$ cat src/rtl/apes_acq_seq.sv
// apes_acq_seq: acquisition sequencer for the APES counter chain (arm, start, collect, per-channel readout, clear).
// Optional readout watchdog enabled by defining APES_ACQ_SEQ_RDTMO_EN; without it READOUT waits indefinitely.
module apes_acq_seq #(
  parameter int NUM_CH      = 4,
  parameter int CH_W        = 2,
  parameter int COLLECT_MAX = 0,
  parameter int COLLECT_W   = 16,
  parameter int CLR_CYCLES  = 2,
  parameter int CYC_W       = 16,
  parameter int RD_TMO      = 1024
) (
  input  logic              clk50,
  input  logic              rst_n,
  input  logic              hven_cmd,
  input  logic              reset_cmd,
  input  logic              abort_cmd,
  input  logic              auto_rearm,
  input  logic              collect_done,
  input  logic              rdout_done,
  output logic              cnt_start,
  output logic              cnt_clr,
  output logic [NUM_CH-1:0] rd_en,
  output logic [CH_W-1:0]   rd_ch,
  output logic              busy,
  output logic [CYC_W-1:0]  cycle_cnt,
  output logic              seq_err,
  output logic [2:0]        state_o
);

  typedef enum logic [2:0] {
    S_IDLE    = 3'd0,
    S_ARMED   = 3'd1,
    S_START   = 3'd2,
    S_COLLECT = 3'd3,
    S_READOUT = 3'd4,
    S_NEXT    = 3'd5,
    S_CLEAR   = 3'd6
  } state_t;

  localparam int CLR_W = $clog2(CLR_CYCLES + 1);
  localparam logic [COLLECT_W-1:0] COL_LAST = (COLLECT_MAX == 0) ? '0 : COLLECT_W'(COLLECT_MAX - 1);
  localparam logic [CH_W-1:0]      CH_LAST  = CH_W'(NUM_CH - 1);
  localparam logic [CLR_W-1:0]     CLR_LAST = CLR_W'(CLR_CYCLES - 1);
  localparam logic [NUM_CH-1:0]    CH0_EN   = NUM_CH'(1);

  if (NUM_CH < 2 || NUM_CH > 16 || (1 << CH_W) < NUM_CH || CLR_CYCLES < 1 || RD_TMO < 2) begin : g_param_check
    $error("apes_acq_seq: illegal parameter set");
  end

  state_t               state;
  logic [COLLECT_W-1:0] col_tmr;
  logic [CLR_W-1:0]     clr_tmr;
  logic                 collect_exit;
  logic                 rd_timeout;

  // collect_done and the internal window limit are one and the same exit
  assign collect_exit = collect_done || ((COLLECT_MAX != 0) && (col_tmr == COL_LAST));
  assign state_o      = state;

`ifdef APES_ACQ_SEQ_RDTMO_EN
  localparam int TMO_W = $clog2(RD_TMO + 1);
  localparam logic [TMO_W-1:0] TMO_LAST = TMO_W'(RD_TMO - 1);
  logic [TMO_W-1:0] wd_tmr;
  assign rd_timeout = (wd_tmr == TMO_LAST);
`else
  assign rd_timeout = 1'b0;
`endif

  always_ff @(posedge clk50 or negedge rst_n) begin
    if (!rst_n) begin
      state     <= S_IDLE;
      cnt_start <= 1'b0;
      cnt_clr   <= 1'b0;
      rd_en     <= '0;
      rd_ch     <= '0;
      busy      <= 1'b0;
      cycle_cnt <= '0;
      seq_err   <= 1'b0;
      col_tmr   <= '0;
      clr_tmr   <= '0;
`ifdef APES_ACQ_SEQ_RDTMO_EN
      wd_tmr    <= '0;
`endif
    end else if (abort_cmd && (state inside {S_START, S_COLLECT, S_READOUT, S_NEXT})) begin
      // abort runs a full clear but is not counted as a completed sequence
      state     <= S_CLEAR;
      busy      <= 1'b1;
      cnt_start <= 1'b0;
      rd_en     <= '0;
      cnt_clr   <= 1'b1;
      clr_tmr   <= '0;
    end else begin
      case (state)
        S_IDLE: begin
          if (hven_cmd) state <= S_ARMED;
        end
        S_ARMED: begin
          if (!hven_cmd) begin
            state <= S_IDLE;
          end else if (reset_cmd) begin
            state <= S_START;
            busy  <= 1'b1;
          end
        end
        S_START: begin
          cnt_start <= 1'b1;
          col_tmr   <= '0;
          seq_err   <= 1'b0;
          state     <= S_COLLECT;
        end
        S_COLLECT: begin
          col_tmr <= col_tmr + COLLECT_W'(1);
          if (collect_exit) begin
            cnt_start <= 1'b0;
            rd_ch     <= '0;
            rd_en     <= CH0_EN;
            state     <= S_READOUT;
`ifdef APES_ACQ_SEQ_RDTMO_EN
            wd_tmr    <= '0;
`endif
          end
        end
        S_READOUT: begin
          if (rdout_done) begin
            rd_en <= '0;
            if (rd_ch == CH_LAST) begin
              state   <= S_CLEAR;
              cnt_clr <= 1'b1;
              clr_tmr <= '0;
              if (!(&cycle_cnt)) cycle_cnt <= cycle_cnt + CYC_W'(1);
            end else begin
              rd_ch <= rd_ch + CH_W'(1);
              state <= S_NEXT;
            end
          end else if (rd_timeout) begin
`ifdef APES_ACQ_SEQ_RDTMO_EN
            seq_err <= 1'b1;
`endif
            rd_en   <= '0;
            state   <= S_CLEAR;
            cnt_clr <= 1'b1;
            clr_tmr <= '0;
          end else begin
`ifdef APES_ACQ_SEQ_RDTMO_EN
            wd_tmr <= wd_tmr + TMO_W'(1);
`endif
          end
        end
        S_NEXT: begin
          rd_en <= CH0_EN << rd_ch;
          state <= S_READOUT;
`ifdef APES_ACQ_SEQ_RDTMO_EN
          wd_tmr <= '0;
`endif
        end
        S_CLEAR: begin
          if (clr_tmr == CLR_LAST) begin
            cnt_clr <= 1'b0;
            busy    <= 1'b0;
            state   <= (auto_rearm && hven_cmd) ? S_ARMED : S_IDLE;
          end else begin
            clr_tmr <= clr_tmr + CLR_W'(1);
          end
        end
        default: begin
          // unreachable encoding: recover to a clean idle
          state     <= S_IDLE;
          cnt_start <= 1'b0;
          cnt_clr   <= 1'b0;
          rd_en     <= '0;
          rd_ch     <= '0;
          busy      <= 1'b0;
          cycle_cnt <= '0;
          seq_err   <= 1'b0;
        end
      endcase
    end
  end

endmodule

$ cat config.mk
export PLATFORM = sky130hd
export DESIGN_NAME = apes_acq_seq
export DESIGN_NICKNAME = d
export VERILOG_FILES = /design/src/rtl/apes_acq_seq.sv
export SDC_FILE = /design/constraint.sdc
export NUM_CORES = 1
export LEC_CHECK = 0
export CAP_MARGIN = 20
export CELL_PAD_IN_SITES_DETAIL_PLACEMENT = 0
export CELL_PAD_IN_SITES_GLOBAL_PLACEMENT = 1
export CORE_MARGIN = 3
export CORE_UTILIZATION = 41
export CTS_CLUSTER_DIAMETER = 60
export DETAILED_ROUTE_END_ITERATION = 10
export PLACE_DENSITY_LB_ADDON = 0.1
export SLEW_MARGIN = 20
export SYNTH_ARGS = -nofsm -noshare
export SYNTH_HDL_FRONTEND = slang
export SYNTH_SLANG_ARGS = --single-unit
export TNS_END_PERCENT = 5
$ cat constraint.sdc
create_clock -name clk50 -period 4 [get_ports clk50]
set_input_delay 0.4 -clock clk50 [delete_from_list [all_inputs] [get_ports clk50]]
set_output_delay 0.4 -clock clk50 [all_outputs]
set_load 0.03 [all_outputs]
; Word-level counts from Yosys, hierarchy flattened
; Cells that the tools add are included.
[classes]
n_shift = 1
n_mux = 39
add_sub_neg = 3
n_reduce_logical = 20
eq_ne = 26
n_bitwise = 3
[op_table]
columns = op, n
row1 = $mux 16, 3
row2 = $pmux 16 s2, 1
row3 = $mux 3, 7
row4 = $pmux 3 s7, 1
row5 = $reduce_or 5->1, 4
row6 = $add 16x1->16 const B, 1
row7 = $mux 2, 8
row8 = $pmux 4 s4, 1
row9 = $reduce_and 16->1, 1
row10 = $ne 3x3->1 const B, 5
row11 = $reduce_and 5->1, 3
row12 = $mux 4, 3
row13 = $reduce_and 4->1, 3
row14 = $mux 1, 10
row15 = $ne 2x1->1 const B, 5
row16 = $eq 3x3->1 const B, 3
row17 = $pmux 1 s3, 3
row18 = $ne 2x2->1 const B, 4
row19 = $eq 3x2->1 const B, 2
row20 = $ne 3x2->1 const B, 2
row21 = $pmux 2 s3, 1
row22 = $reduce_or 6->1, 1
row23 = $add 2x1->2 const B, 2
row24 = $ne 4x4->1 const B, 1
row25 = other kinds (14), 17
[totals]
wordCells = 100
out_inout_bits = 29
ff_bits = 30

; Depth between registers and ports, before layout
; Gate-level depths: netlist of the first run.
[logic_depth]
ltp_word = 5
mapped_depth = 8

; Worst setup path after synthesis of the first run
; OpenSTA, ideal clock, no wires.
[synth_path]
path_kind = flip-flop to flip-flop
from = reg state[2], in the netlist state_o[2]
to = reg cycle_cnt[9]
path_buffers = 2
setup_slack_ps = 1889
stages_incl_launch_ff = 8
required_time_ps = 3931
t_arrival_ps = 2042
path_cell_list = dfrtp_1 > buf_4 > or3b_1 > buf_6 > o31ai_4 > o21ai_1 > or4_1 > nand3_1
[synth_between]
elab_chain_len = 5
[synth_lines]
columns = item, line
row1 = start: declaration, 50  ; state_t state;
row2 = start signal: assignment, 160  ; state <= (auto_rearm && hven_cmd) ? S_ARMED : S_IDLE;
row3 = $eq 3x2->1 or $eq 3x3->1 (tied branches), "84, 93"
row4 = $reduce_bool 4->1, 84  ; end else if (abort_cmd && (state inside {S_START, S_COLLECT, S_READOUT, S_NEXT})) begin
row5 = $logic_and 1x1->1, 84
row6 = $not 1->1 (no line), n/a
row7 = $reduce_and 5->1 (no line), n/a
row8 = end signal: assignment, 130  ; if (!(&cycle_cnt)) cycle_cnt <= cycle_cnt + CYC_W'(1);
row9 = end: declaration, 25  ; output logic [CYC_W-1:0] cycle_cnt,
; Several ways; a longest one is shown, not always the timed one.
; A chain may end at the register's enable or synchronous reset.

; Worst setup path in the final report of the first run
; Same ends and word-level chain as after synthesis.

==> flow_metrics.py, run 1 <==
metrics = {
    "global_routing": {
        "grt_overflow": 0,
        "grt_pass1_wl_um": 7550,
        "antenna_found_initial": 0,
        "grt_max_degree": 31,
        "grt_pass1_vias": 1581,
        "track_usage_pct": 17.8,
    },
    "pwr": {
        "p_seq_share_pct": 36.0,
        "switching_share_pct": 44.7,
        "p_int_mw": 0.767,
        "power_density_mw_per_mm2": 602,
        "power_mw": 1.39,
        "p_switching_mw": 0.620,
        "combPwrFrac_pct": 47.5,
        "vdd_ir_drop_max_uv": 383,
        "clkPwrFrac_pct": 16.5,
        "leakage_nw": 0.932,
    },
    "placement": {
        "postPlaceCellArea_mm2": 0.00222,
        "gp_congestion": 0.858,
        "portBuffers": 35,
        "dp_hpwl_um": 3030,
    },
    "min_path": {
        "hold_path_depth": 1,
        "hold_end": "clr_tmr[0]",
        "hold_path.startpoint": "clr_tmr[0]",
        "hold_class": "reg2reg",
    },
    "timing": {
        "hold_violations": 0,
        "slew_violations": 0,
        "relSlewSlack_pct": 44.6,
        "whs_ns": 0.492,
        "setup_violations": 0,
        "rsz0062_at_grt": "no",
        "finClkSkew_ns": 0.00988,
        "fin_crit_ns": 2.78,
        "finalSetupTns_ns": 0,
        "fin_crit_sh_pct": 69.5,
        "fmax_mhz": 359,
        "worst_pin_slew_ns": 0.826,
    },
    "logic_synthesis": {
        "async_flop_share_pct": 100,
        "synthDistinctLibCells": 48,
        "synth.avg_cell_area_um2": 8.66,
        "yosysSeqAreaShare_pct": 40.3,
        "yosysWarnings": 0,
        "syn_area_mm2": 0.00186,
        "synth-seq-cells": 30,
        "synth-edff-count": 0,
        "synthesis.nets": 229,
        "netlist_instances": 215,
        "ys.flop_type": "dfrtp_1",
    },
    "job": {
        "maxCapViolCount": 0,
    },
    "finish": {
        "multiInputGateArea_mm2": 0.00102,
        "area_growth_pct": 23.7,
        "seq_area_um2": 751,
        "n_fill_cell": 410,
        "postLayoutCellArea_mm2": 0.00230,
        "drive_above_1_share_pct": 4.84,
        "diodes": 0,
        "nets": 262,
    },
    "clocking": {
        "numCtsBuffers": 5,
        "tritoncts": "built",
        "numClockSinks": 30,
        "hold_buffers": 0,
        "cts_resized": 0,
        "htreeDepth": 2,
        "clock_path_buffers": 2,
        "cts_setup_buffers": 0,
        "clk_latency_ns": 0.28,
        "clk_pin_slew_worst_paths_ns": 0.07,
        "root_buffer": "clkbuf_8",
    },
    "detailed_routing": {
        "drt.antenna.violating_nets": 0,
        "avgViaCountPerCell": 5.80,
        "num_vias": 1729,
        "firstDrtPassIters": 4,
        "drcViolationCount": 0,
        "wl_um": 4390,
        "routedWlPerCell_um": 14.7,
        "initialDrtViolationCount": 144,
    },
    "setup_path": {
        "cp_max_fo": 28,
        "cp_slowest_cell": "dfrtp_1",
        "arrival_ns": 3.00,
        "crit_chain": "or3b_1 -> o31ai_4 -> o21ai_1 -> or4_1 -> nand3_1",
        "endpoint_kind": "register",
        "reg2reg_depth": 5,
        "start_kind": "register",
        "critPathMaxStageDelay_ns": 0.84,
        "r2r_end": "cycle_cnt[9]",
        "r2r_slack_ns": 1.22,
        "crit_required_ns": 4.22,
        "crit_type": "reg2reg",
        "r2r-start": "state_o[2]",
    },
    "floorplan": {
        "dieWidth_um": 73.4,
        "io-pin-count": 37,
        "fp.dieH_um": 73.4,
        "fp.coreArea_mm2": 0.00420,
        "start_util_pct": 44.3,
        "dieArea_mm2": 0.00539,
        "rows": 23,
    },
    "status": {
        "status": "complete, no violations",
    },
}
[synthesized netlist by cell type, types with 2 or more instances]
cell	n	area share [%]
a21oi_1	16	4.3
a22o_1	3	1.4
a31oi_1	2	0.67
and2_1	2	0.67
and3_1	3	1.0
and4_1	4	1.9
buf_1	2	0.40
buf_4	2	0.81
buf_6	2	1.2
clkbuf_1	4	0.81
dfrtp_1	30	40
ha_1	6	4.0
inv_1	8	1.6
mux2i_1	3	1.6
nand2_1	23	4.6
nand2b_1	4	1.3
nand3_1	12	3.2
nand4_1	3	1.0
nor2_1	16	3.2
nor2b_1	4	1.3
nor3_1	2	0.54
o211ai_1	2	0.81
o21a_1	2	0.81
o21ai_0	11	3.0
o21ai_1	12	3.2
o22ai_1	4	1.3
o31ai_1	5	2.0
o32ai_1	3	1.4
o41ai_1	3	1.4
or3_1	2	0.67
or4_1	3	1.2
[area by class of cell]
| type | instances | area share (%) |
|---|---|---|
| clock inverters | 2 | 0.435 |
| flip-flops and latches | 30 | 32.6 |
| well taps | 50 | 2.72 |
| multi-input cells | 166 | 44.1 |
| repair buffers | 37 | 15.9 |
| inverters | 8 | 1.30 |
| clock buffers | 5 | 2.99 |
[routing by layer]
metal	part of all wire [%]	track usage, %
met1	49	25.7
met2	45	26.4
met3	4.5	4.10
met4	1.5	5.43
met5	0	0
[worst max-delay path by stage]
stage	startpoint	to	slack (ns)	depth (start not counted)
finish	state_o[2]	cycle_cnt[9]	1.22	5
global route	state_o[2]	cycle_cnt[9]	1.03	5
detailed placement	state_o[2]	cycle_cnt[9]	1.26	5
floorplan	state_o[2]	cycle_cnt[9]	1.89	7
global placement	state_o[2]	cycle_cnt[9]	1.31	5
CTS	state_o[2]	cycle_cnt[9]	1.22	5
[layout by cell type, fill, tap and decap left out, types with 4 or more instances in the layout]
cell type and count:
clkdlybuf4s50_1 35, dfrtp_1 30, nand2_1 23, nor2_1 16
a21oi_1 16, nand3_1 12, o21ai_1 12, o21ai_0 11
inv_1 8, ha_1 6, o31ai_1 5, clkbuf_8 5
nor2b_1 4, o22ai_1 4, and4_1 4, nand2b_1 4
[flip-flops by register name, summed over array words and instances (netlist names)]
register,count
cycle_cnt,16
rd_en,4
state_o,3
clr_tmr,2
rd_ch,2
busy,1
cnt_clr,1
cnt_start,1
[per-stage QoR]
step                std cells  worst slack, ns  utilization [%]
detailed placement        291             1.26             52.9
CTS                       298             1.22             54.8
global placement          291             1.31             52.9
global route              298             1.03             54.8
floorplan                 215             1.89                -
finish                    298             1.22             54.8
[power groups by stage]
stage / Sequential [mW] / Clock (mW) / Combinational (mW)
5_1_grt: 0.518 / 0.252 / 0.728
6_report: 0.499 / 0.230 / 0.658
3_3_place_gp: 0.500 / 0 / 0.666
2_1_floorplan: 0.541 / 0 / 0.424
3_5_place_dp: 0.503 / 0 / 0.662
4_1_cts: 0.498 / 0.237 / 0.665
[worst max-delay path, delay by kind of cell (launching register included)]
| kind | cells | cell delay [ns] |
|---|---|---|
| and+or+nand+nor | 3 | 1.19 |
| DFF | 1 | 0.84 |
| AOI/OAI and AO/OA | 2 | 0.69 |
[kinds of logic (layout without fill, tap and decap cells)]
kind of cell             after synthesis  in the layout  synth area share, %
adder cells (fa/ha/maj)                6              6                 4.03
AO/OA/AOI/OAI                         73             73                 25.6
multiplexers                           3              3                 1.61
AND/OR/NAND/NOR                       82             82                 22.6
other                                  1              1                0.201
XOR/XNOR                               1              1                0.471
buffers and inverters                 19             52                 5.11
flip-flops                            30             30                 40.3
Power figures use the tool's default switching activity.
==> run 2: changes to the inputs <==
CORE_UTILIZATION = 38   (was 41)
clock period = 2.9 ns   (was 4 ns; I/O delays follow)
==> flow_metrics.py, run 2 (same netlist as run 1, synthesis figures left out) <==
metrics = {
    "status": {
        "status": "complete, no violations",
    },
    "setup_path": {
        "cp_max_fo": 13,
        "arrival_ns": 2.48,
        "crit_type": "reg2reg",
        "crit_chain": "or3b_1 -> o31ai_4 -> o21ai_1 -> or4_1 -> nand3_1",
        "critPathMaxStageDelay_ns": 0.55,
        "start_kind": "register",
        "r2r-start": "state_o[1]",
        "startpoint": "state_o[1]",
        "crit_required_ns": 3.13,
        "cp_slowest_cell": "or3b_1",
        "endpoint_kind": "register",
    },
    "timing": {
        "setup_violations": 0,
        "fin_crit_sh_pct": 77.7,
        "slew_violations": 0,
        "worst_pin_slew_ns": 0.787,
        "relSlewSlack_pct": 47.2,
        "fin_crit_ns": 2.25,
        "fmax_mhz": 444,
        "hold_violations": 0,
        "finalSetupTns_ns": 0,
        "finClkSkew_ns": 0.0101,
        "rsz0062_at_grt": "no",
    },
    "clocking": {
        "root_buffer": "clkbuf_8",
        "cts_resized": 0,
        "hold_buffers": 0,
        "numClockSinks": 30,
        "clk_latency_ns": 0.29,
        "numCtsBuffers": 5,
        "clock_path_buffers": 2,
        "htreeDepth": 2,
        "clk_pin_slew_worst_paths_ns": 0.07,
        "tritoncts": "built",
        "cts_setup_buffers": 0,
    },
    "detailed_routing": {
        "top_layer": "met4",
        "route.met3.wl_um": 214,
        "drt-met1-wl_um": 2170,
        "wl_met2_um": 2070,
        "avgViaCountPerCell": 5.50,
        "num_vias": 1749,
        "drcViolationCount": 0,
        "wl_um": 4510,
        "drt.antenna.violating_nets": 0,
        "firstDrtPassIters": 5,
        "routedWlPerCell_um": 14.2,
        "initialDrtViolationCount": 108,
    },
    "finish": {
        "area_growth_pct": 27.0,
        "stdcell_count": 318,
        "final_cell_mix": "clkdlybuf4s50_1 (35), dfrtp_1 (30), nand2_1 (23)",
        "final_common_cell": "clkdlybuf4s50_1",
        "largest_register_ffs": 16,
        "drive_above_1_share_pct": 6.32,
        "largest-register": "cycle_cnt",
        "diodes": 0,
        "postLayoutCellArea_mm2": 0.00236,
        "nets": 266,
    },
    "floorplan": {
        "dieArea_mm2": 0.00578,
        "dieWidth_um": 76.0,
        "start_util_pct": 41.1,
        "fp.dieH_um": 76.0,
        "io-pin-count": 37,
        "rows": 24,
        "fp.coreArea_mm2": 0.00453,
    },
    "global_routing": {
        "grt_max_degree": 31,
        "grt_pass1_vias": 1639,
        "grt_pass1_wl_um": 7780,
        "track_usage_pct": 16.4,
        "antenna_found_initial": 0,
        "grt_overflow": 0,
    },
    "placement": {
        "dp_hpwl_um": 3130,
        "postPlaceCellArea_mm2": 0.00227,
        "portBuffers": 35,
        "dp.cells": 310,
        "gp_congestion": 0.840,
    },
    "pwr": {
        "p_seq_share_pct": 29.4,
        "power_mw": 1.99,
        "combPwrFrac_pct": 52.6,
        "power_density_mw_per_mm2": 842,
        "p_int_mw": 1.11,
        "leakage_nw": 0.956,
        "vdd_ir_drop_max_uv": 415,
        "clkPwrFrac_pct": 18.0,
        "switching_share_pct": 44.0,
        "p_switching_mw": 0.877,
    },
    "min_path": {
        "hold_class": "in2async",
    },
    "job": {
        "maxCapViolCount": 0,
    },
}
[run 2: cell types whose count changed in the layout (fill, tap and decap cells not counted)]
cell	before	now
clkbuf_8	5	6
clkbuf_1	0	1
clkinv_2	2	1
buf_4	2	6
[run 2: path summary, 6_finish.rpt]
kind / end / slack (ns) / depth (start not counted)
min in group clk50: rd_en[0] / 0.48 / 2
max in group asynchronous: rd_en[2] / 2.22 / 2
min reg2reg: rd_en[0] / 0.48 / 2
max: cycle_cnt[9] / 0.65 / 5
min: cycle_cnt[3] / 0.39 / 2
max reg2reg: cycle_cnt[9] / 0.65 / 5
[run 2: routing by layer]
layer,up-vias,GRT usage (%)
li1,872,-
met1,828,21.8
met2,43,25.7
met3,6,4.49
met4,0,5.80
met5,-,0
[run 2: critical path, delay by kind of cell (launching register included)]
family           cells  cell delay, ns
AND/OR/NAND/NOR      3            1.12
AO/OA/AOI/OAI        2            0.69
flip-flops           1            0.38
[run 2: final cells by class]
type                    instances  area [µm²]
fillers                       437        2170
multi-input cells             166        1020
flip-flops and latches         30         751
repair buffers                 41         395
clock buffers                   7        86.3
well taps                      65        81.3
inverters                       8        30.0
clock inverters                 1        5.00
[run 2: stage by stage]
step	utilization [%]	hold WS (ns)	worst slack [ns]
after detailed placement	50.1	0.472	0.605
after global placement	50.1	0.469	0.625
final	52.2	0.387	0.645
after floorplan	-	-0.00559	0.789
after global routing	52.2	0.428	0.490
after CTS	52.2	0.403	0.635
[run 2: power groups by stage]
stage / combinational, mW / sequential [mW] / clock [mW]
after CTS: 1.06 / 0.585 / 0.365
after global placement: 1.05 / 0.591 / 0
after detailed placement: 1.05 / 0.592 / 0
final: 1.05 / 0.586 / 0.358
after global routing: 1.15 / 0.599 / 0.390
after floorplan: 0.584 / 0.746 / 0
==> run 3: changes to the inputs <==
clock period = 2.25 ns   (was 2.9 ns; I/O delays follow)
==> flow_metrics.py, run 3 (same netlist as run 1, synthesis figures left out) <==
metrics = {
    "setup_path": {
        "r2r_end": "cycle_cnt[9]",
        "start_kind": "register",
        "crit_chain": "or3b_1 -> o31ai_4 -> o21ai_1 -> or4_1 -> nand3_1",
        "cp_slowest_cell": "or3b_1",
        "cp.depth": 5,
        "startpoint": "state_o[1]",
        "r2r-start": "state_o[1]",
        "path_buf_inv": 0,
        "crit_family": "simple AND/OR/NAND/NOR gates",
        "cp_max_fo": 5,
        "crit_end": "cycle_cnt[9]",
        "crit_required_ns": 2.46,
        "r2r_slack_ns": 0.33,
        "critPathMaxStageDelay_ns": 0.49,
        "crit_type": "reg2reg",
        "arrival_ns": 2.14,
        "reg2reg_depth": 5,
        "endpoint_kind": "register",
    },
    "finish": {
        "multiInputGateArea_mm2": 0.00102,
        "largest-register": "cycle_cnt",
        "final_common_cell": "clkdlybuf4s50_1",
        "final_cell_mix": "clkdlybuf4s50_1 (35), dfrtp_1 (30), nand2_1 (23)",
        "seq_area_um2": 751,
        "fin_util_pct": 52.8,
        "nets": 270,
        "largest_register_ffs": 16,
        "area_growth_pct": 28.6,
        "drive_above_1_share_pct": 7.78,
        "n_fill_cell": 453,
        "diodes": 0,
    },
    "pwr": {
        "vdd_ir_drop_max_uv": 517,
        "power_mw": 2.58,
        "leakage_nw": 0.975,
        "power_density_mw_per_mm2": 1080,
    },
    "clocking": {
        "cts_setup_buffers": 0,
        "cts_resized": 0,
        "tritoncts": "built",
        "clock_path_buffers": 2,
        "htreeDepth": 2,
        "numClockSinks": 30,
        "hold_buffers": 0,
        "clk_pin_slew_worst_paths_ns": 0.07,
        "numCtsBuffers": 5,
        "root_buffer": "clkbuf_8",
        "clk_latency_ns": 0.28,
    },
    "detailed_routing": {
        "initialDrtViolationCount": 87,
        "routedWlPerCell_um": 14.2,
        "avgViaCountPerCell": 5.46,
        "num_vias": 1759,
        "wl_um": 4570,
        "firstDrtPassIters": 4,
        "drcViolationCount": 0,
        "drt.antenna.violating_nets": 0,
    },
    "global_routing": {
        "antenna_found_initial": 0,
        "grt_pass1_wl_um": 8120,
        "grt_max_degree": 31,
        "grt_pass1_vias": 1683,
        "grt_overflow": 0,
        "track_usage_pct": 17.1,
    },
    "timing": {
        "fmax_mhz": 520,
        "finClkSkew_ns": 0.00575,
        "worst_pin_slew_ns": 0.608,
        "relSlewSlack_pct": 59.2,
        "whs_ns": 0.341,
        "rsz0062_at_grt": "no",
        "worst_slack_ns": 0.325,
        "slew_violations": 0,
        "fin_crit_ns": 1.92,
        "setup_violations": 0,
        "fin_crit_sh_pct": 85.5,
        "finalSetupTns_ns": 0,
        "hold_violations": 0,
    },
    "floorplan": {
        "dieWidth_um": 76.0,
        "dieArea_mm2": 0.00578,
        "io-pin-count": 37,
        "fp.coreArea_mm2": 0.00453,
        "rows": 24,
        "fp.dieH_um": 76.0,
        "start_util_pct": 41.1,
    },
    "placement": {
        "dp_hpwl_um": 3250,
        "pre_cts_ws_ns": 0.275,
        "portBuffers": 35,
        "gp_congestion": 0.852,
    },
    "status": {
        "status": "complete, no violations",
    },
    "min_path": {
        "hold_class": "in2async",
    },
    "job": {
        "maxCapViolCount": 0,
    },
}
## run 3: changes by cell type in the layout (fill, tap and decap cells not counted)
cell   change
buf_4      +4
## run 3: layout make-up
cell class / instances / share of cell area, %
multi-input combinational: 166 / 42.4
sequential: 30 / 31.3
timing repair buffer: 45 / 17.8
clock buffer: 7 / 3.61
tap: 65 / 3.40
inverter: 8 / 1.25
clock inverter: 1 / 0.209
## run 3: worst min-delay path by stage
stage                         endpoint
after floorplan                   busy
after CTS                 cycle_cnt[3]
after global placement      clr_tmr[0]
after global routing      cycle_cnt[5]
final                     cycle_cnt[3]
after detailed placement      rd_en[0]
## run 3: worst register-to-register path, cell delays in order (launching register included)
cell and delay (ns):
dfrtp_1 0.38, or3b_1 0.49, o31ai_4 0.31, o21ai_1 0.18
or4_1 0.42, nand3_1 0.09
## run 3: metrics by stage
step,instances,cell area [µm²]
after floorplan,215,1860
after global placement,314,2300
after detailed placement,314,2300
after CTS,322,2390
after global routing,322,2390
final,322,2390
## run 3: layer usage
layer,global-route usage [%],vias up,share of wire (%)
li1,-,872,-
met1,23.5,853,48
met2,27.0,32,48
met3,4.14,2,3.7
met4,4.89,0,0.50
met5,0,-,0
## run 3: power breakdown
part           switching (mW)  internal (mW)
Sequential             0.0955          0.659
Clock                   0.199          0.246
Combinational           0.823          0.554
